**src/rtl/data_check_pkg.sv**
```systemverilog
// Shared types and helpers for the lane-based receive pattern checker.
package data_check_pkg;

    typedef enum logic {
        SEARCH = 1'b0,
        LOCKED = 1'b1
    } state_e;

    function automatic int unsigned lanes_of(input int unsigned data_w, input int unsigned lane_w);
        return data_w / lane_w;
    endfunction

    // Counters up to 64 bits wide; callers zero-extend in and truncate back out.
    function automatic logic [63:0] sat_inc(input logic [63:0] v, input int unsigned w);
        logic [63:0] max_v;
        max_v = (w >= 64) ? '1 : ((64'd1 << w) - 64'd1);
        return (v >= max_v) ? max_v : v + 64'd1;
    endfunction

endpackage

```
**src/rtl/data_check_lanes_lane_cmp.sv**
```systemverilog
// Single-lane comparator: flags a lane whose value is not prev + DATA_INTERVAL (mod 2^LANE_W).
module lane_cmp #(
    parameter int LANE_W        = 64,
    parameter int DATA_INTERVAL = 2
) (
    input  logic [LANE_W-1:0] prev_i,
    input  logic [LANE_W-1:0] cur_i,
    output logic              mis_o
);

    localparam logic [LANE_W-1:0] STEP = LANE_W'(DATA_INTERVAL);

    logic [LANE_W-1:0] expected;

    always_comb begin
        expected = prev_i + STEP;
        mis_o    = (cur_i != expected);
    end

endmodule

```
**src/rtl/data_check_lanes.sv**
```systemverilog
// Receive-side incrementing-pattern checker: per-lane compare, lock/loss FSM,
// saturating error/word counters and first-error capture.
module data_check_lanes
    import data_check_pkg::*;
#(
    parameter int DATA_W        = 128,
    parameter int LANE_W        = 64,
    parameter int DATA_INTERVAL = 2,
    parameter int LOCK_CNT      = 4,
    parameter int LOSS_CNT      = 4,
    parameter int CNT_W         = 32,
    localparam int LANES        = lanes_of(DATA_W, LANE_W)
) (
    input  logic              clk_usr,
    input  logic              rst,
    input  logic [DATA_W-1:0] usr_rx,
    input  logic              usr_rx_valid,
    input  logic              clr,
    output logic              locked,
    output logic              err,
    output logic [LANES-1:0]  err_lane,
    output logic [CNT_W-1:0]  err_cnt,
    output logic [CNT_W-1:0]  word_cnt,
    output logic              first_err_valid,
    output logic [DATA_W-1:0] first_err_data
);

    localparam int RUN_W  = $clog2(LOCK_CNT + 1);
    localparam int MISS_W = $clog2(LOSS_CNT + 1);

    logic [DATA_W-1:0] rx_q, prev_q;
    logic              rx_vld_q, have_prev_q;

    state_e            state_q, state_d;
    logic [RUN_W-1:0]  run_q, run_d;
    logic [MISS_W-1:0] miss_q, miss_d;

    logic [LANES-1:0]  mis;
    logic              any_mis, cmp, err_evt;

    logic              err_q, err_d;
    logic [LANES-1:0]  err_lane_q, err_lane_d;
    logic [CNT_W-1:0]  err_cnt_q, err_cnt_d;
    logic [CNT_W-1:0]  word_cnt_q, word_cnt_d;
    logic              fev_q, fev_d;
    logic [DATA_W-1:0] fdata_q, fdata_d;

    for (genvar g = 0; g < LANES; g++) begin : g_lane
        lane_cmp #(
            .LANE_W       (LANE_W),
            .DATA_INTERVAL(DATA_INTERVAL)
        ) u_lane_cmp (
            .prev_i(prev_q[g*LANE_W +: LANE_W]),
            .cur_i (rx_q[g*LANE_W +: LANE_W]),
            .mis_o (mis[g])
        );
    end

    assign any_mis = |mis;
    assign cmp     = rx_vld_q & have_prev_q;

    always_ff @(posedge clk_usr or posedge rst) begin
        if (rst) begin
            rx_q        <= '0;
            rx_vld_q    <= 1'b0;
            prev_q      <= '0;
            have_prev_q <= 1'b0;
        end else begin
            rx_q     <= usr_rx;
            rx_vld_q <= usr_rx_valid;
            if (rx_vld_q) begin
                prev_q      <= rx_q;
                have_prev_q <= 1'b1;
            end
        end
    end

    always_ff @(posedge clk_usr or posedge rst) begin
        if (rst) begin
            state_q <= SEARCH;
            run_q   <= '0;
            miss_q  <= '0;
        end else begin
            state_q <= state_d;
            run_q   <= run_d;
            miss_q  <= miss_d;
        end
    end

    always_comb begin
        state_d = state_q;
        run_d   = run_q;
        miss_d  = miss_q;
        if (cmp) begin
            case (state_q)
                SEARCH: begin
                    if (any_mis) begin
                        run_d = '0;
                    end else if (run_q == RUN_W'(LOCK_CNT - 1)) begin
                        state_d = LOCKED;
                        run_d   = '0;
                        miss_d  = '0;
                    end else begin
                        run_d = run_q + 1'b1;
                    end
                end
                LOCKED: begin
                    if (!any_mis) begin
                        miss_d = '0;
                    end else if (miss_q == MISS_W'(LOSS_CNT - 1)) begin
                        state_d = SEARCH;
                        run_d   = '0;
                        miss_d  = '0;
                    end else begin
                        miss_d = miss_q + 1'b1;
                    end
                end
                default: state_d = SEARCH;
            endcase
        end
    end

    // Clear restarts each counter from this cycle's own increment rather than dropping it.
    always_comb begin
        locked     = (state_q == LOCKED);
        err_evt    = cmp & any_mis & (state_q == LOCKED);
        err_d      = err_evt;
        err_lane_d = err_evt ? mis : '0;
        word_cnt_d = word_cnt_q;
        err_cnt_d  = err_cnt_q;
        fev_d      = fev_q;
        fdata_d    = fdata_q;
        if (clr) begin
            word_cnt_d = CNT_W'(cmp);
            err_cnt_d  = CNT_W'(err_evt);
            fev_d      = err_evt;
            fdata_d    = err_evt ? rx_q : '0;
        end else begin
            if (cmp)
                word_cnt_d = CNT_W'(sat_inc(64'(word_cnt_q), CNT_W));
            if (err_evt)
                err_cnt_d = CNT_W'(sat_inc(64'(err_cnt_q), CNT_W));
            if (err_evt && !fev_q) begin
                fev_d   = 1'b1;
                fdata_d = rx_q;
            end
        end
    end

    always_ff @(posedge clk_usr or posedge rst) begin
        if (rst) begin
            err_q      <= 1'b0;
            err_lane_q <= '0;
            err_cnt_q  <= '0;
            word_cnt_q <= '0;
            fev_q      <= 1'b0;
            fdata_q    <= '0;
        end else begin
            err_q      <= err_d;
            err_lane_q <= err_lane_d;
            err_cnt_q  <= err_cnt_d;
            word_cnt_q <= word_cnt_d;
            fev_q      <= fev_d;
            fdata_q    <= fdata_d;
        end
    end

    assign err             = err_q;
    assign err_lane        = err_lane_q;
    assign err_cnt         = err_cnt_q;
    assign word_cnt        = word_cnt_q;
    assign first_err_valid = fev_q;
    assign first_err_data  = fdata_q;

endmodule

```
**config.mk**
```make
export PLATFORM = sky130hd
export DESIGN_NAME = data_check_lanes
export DESIGN_NICKNAME = d
export VERILOG_FILES = /design/src/rtl/data_check_pkg.sv /design/src/rtl/data_check_lanes_lane_cmp.sv /design/src/rtl/data_check_lanes.sv
export SDC_FILE = /design/constraint.sdc
export NUM_CORES = 1
export LEC_CHECK = 0
export ABC_AREA = 1
export BUFFER_PORTS_ARGS = -buffer_cell sky130_fd_sc_hd__buf_2
export CAP_MARGIN = 5
export CORE_AREA = 2 2 218 220
export CTS_CLUSTER_DIAMETER = 40
export DETAILED_ROUTE_END_ITERATION = 6
export DIE_AREA = 0 0 220 222
export PLACE_DENSITY = 0.76
export SYNTH_ARGS = -nofsm -noshare
export SYNTH_HDL_FRONTEND = slang
export SYNTH_SLANG_ARGS = --single-unit
```
**constraint.sdc**
```tcl
create_clock -name clk_usr -period 17.1 [get_ports clk_usr]
set_clock_uncertainty 0.15 [all_clocks]
set_input_delay 2.565 -clock clk_usr [delete_from_list [all_inputs] [get_ports clk_usr]]
set_output_delay 2.565 -clock clk_usr [all_outputs]
set_load 0.02 [all_outputs]
```
==> reports/results.txt <==
Port buffer count = 328
Nets = 3931
Synth Area per Inst = 7.33 um2
Met3 wire len = 4.16 mm
Clock Power Share = 0.499
Vias = 23900
Crit Path Max Fanout = 114
Comb pwr share = 0.092
Vias in the first global route = 22800
Fillers = 4125
Crit. End Element = asynchronous set/reset pin
Final max-slew violation count = 0
P_int = 2.11 mW
Critical path class = input port to asynchronous set/reset pin
Layout cells sized above 1 = 0.158
CTS Hold Bufs = 0
Status = finished clean
I/O Pins = 329
Least-Margin Pin Slew = 1.17 ns
CTS buffer count = 71
Metal2 WL = 38.4 mm
Grt total ovfl = 0
Die extent in y = 222 um
Mapped Area = 25400 um2
Slew margin rel. = 0.219
Post-route ant nets = 0
Part of the cycle the worst path needs = 0.311
Initial DRC count = 2020
Gr usage total = 0.321
DIE WIDTH = 220 um
Multi-input gate area = 12300 um2
Leakage Power = 15.4 nW
Worst stage delay on the critical path = 0.83 ns
DIE AREA = 48800 um2
Final setup viols = 0
Initial Util = 0.549
Synth warnings = 0
Number of enable flip-flop cells after synthesis = 0
Max Used Layer = met4
Seq pwr share = 0.409
Top FF cell, synth = dfrtp_1
Fin crit period = 5.32 ns
Register area share after synthesis = 0.454
Via/cell ratio = 5.35
Drt wl/cell = 17.4 um
Commonest cells after routing, fill and taps aside = 1339 x nand2_1, 460 x dfrtp_1, 407 x nor2_1, 328 x buf_2, 316 x nand3_1
Worst Path Required = 17.56 ns
CP cell instances = buf_2 > inv_8 > buf_4 > buf_4 > buf_4
First-pass GRT wire length = 123 mm
Final hold vios = 0
# rows = 79
Max clock buf depth = 3
DRC viols = 0
Pwr per Cell Area = 98.0 nW/um2
Metal1 wirelength = 32.1 mm
H-tree levels = 3
Min Hold Slack = 0.322 ns
Hold Crit Class = flop to flop
Setup TNS = 0 ns
CTS tree = yes
Worst endpoint data arrival time = 5.78 ns
FF+latch count, synth = 461
Critical path's slowest cell = buf_4
CTS sink cnt = 461
Largest net degree at the start of global routing = 129
CTS clk-pin slew, worst paths = 0.05 ns
Root Driver = clkbuf_16
Max Clk Rate = 188 MHz
Net Sw Frac = 0.277
First-pass DRT Iterations = 6
Async SR Flop Fraction = 1.00
Placer Congestion = 1.02
MaxCap Viol Count = 0
Commonest non-fill, non-tap cell in the layout = nand2_1
Routed WL = 77.9 mm
CORE AREA = 46300 um2
Crit path top cell by count = buf_4
Post-CTS setup buffer count = 0
Area grow syn2layout = 17.2%
Synthesized instance count = 3465
Switch Pwr = 809 uW
Antenna violations before repair = 14
Synth Net Count = 3603
Post-CTS Resized = 0
VDD IR max = 0.102 mV
Register area = 11500 um2
Library cells used by synthesis = 51
Worst-Skew Late Latency = 0.60 ns
RSZ-0062 raised after global routing = no
Crit start category = input port
DP HPWL = 57.8 mm
area by class of cell:
| cell class | instances | area share |
|---|---|---|
| flip-flops and latches | 461 | 0.388 |
| clock inverters | 45 | 0.0155 |
| diodes | 13 | 0.00109 |
| multi-input cells | 2662 | 0.413 |
| clock buffers | 85 | 0.0664 |
| inverters | 257 | 0.0327 |
| repair buffers | 340 | 0.0586 |
| well taps | 607 | 0.0255 |
cells by family (layout without fill, tap and decap cells):
family | count (synthesis) | after routing | synth area share
AOI/OAI and AO/OA | 198 | 198 | 0.0422
adders and majority gates | 6 | 6 | 0.00296
DFF | 461 | 461 | 0.454
buffers and inverters | 342 | 727 | 0.0628
and+or+nand+nor | 2318 | 2318 | 0.389
other | 0 | 13 | 0
muxes | 1 | 1 | 0.000394
xor gates and xnor gates | 139 | 139 | 0.0485
per-stage QoR:
step	utilization	setup WS, ns	cell area, um2	power, mW	instances
after floorplan	-	1.53	25400	1.38	3465
after global placement	0.590	10.99	27300	1.47	4327
after detailed placement	0.590	11.01	27300	1.48	4327
after CTS	0.643	11.65	29700	2.94	4457
after global routing	0.644	11.20	29800	3.03	4470
final	0.644	11.78	29800	2.92	4470
metal layers:
| layer | track usage | vias up |
|---|---|---|
| li1 | - | 11600 |
| met3 | 0.0432 | 203 |
| met4 | 0.134 | 0 |
| met5 | 0 | - |
| met2 | 0.539 | 798 |
| met1 | 0.416 | 11300 |
Yosys cell counts, types with 26 or more instances:
cell type	count	share of area
clkbuf_1	34	0.0050
nor3_1	26	0.0051
o21ai_1	28	0.0055
xnor2_1	48	0.017
xor2_1	90	0.031
nand3_1	316	0.062
nand2_2	89	0.022
inv_1	250	0.037
o21ai_0	116	0.023
nand4_1	53	0.013
dfrtp_1	461	0.45
nand2_1	1339	0.20
nor2_1	407	0.060
critical path, delay by kind of cell:
kind	cells	cell delay [ns]
buf+inv	5	3.10
sequential cells by signal, indices dropped and copies added, names as in the netlist:
name / count
first_err_data: 128
prev_q: 128
rx_q: 128
err_cnt: 32
word_cnt: 32
miss_q: 3
run_q: 3
err_lane: 2
err: 1
first_err_valid: 1
have_prev_q: 1
locked: 1
rx_vld_q: 1
final timing paths:
check	startpoint	to	slack, ns	cells after the start
min in group asynchronous	rst	rx_q[13]	1.94	2
max reg2reg	prev_q[25]	first_err_data[27]	12.40	17
max	rst	word_cnt[18]	11.78	5
max in group clk_usr	prev_q[25]	first_err_data[27]	12.40	17
min reg2reg	have_prev_q	have_prev_q	0.32	1
min	have_prev_q	have_prev_q	0.32	1
power by group through the flow:
stage | combinational (mW) | clock (mW) | sequential [mW]
after floorplan | 0.189 | 0 | 1.19
after global placement | 0.263 | 0 | 1.21
after detailed placement | 0.265 | 0 | 1.21
after CTS | 0.267 | 1.48 | 1.19
after global routing | 0.305 | 1.53 | 1.20
final | 0.269 | 1.46 | 1.19
Power figures use the tool's default switching activity.
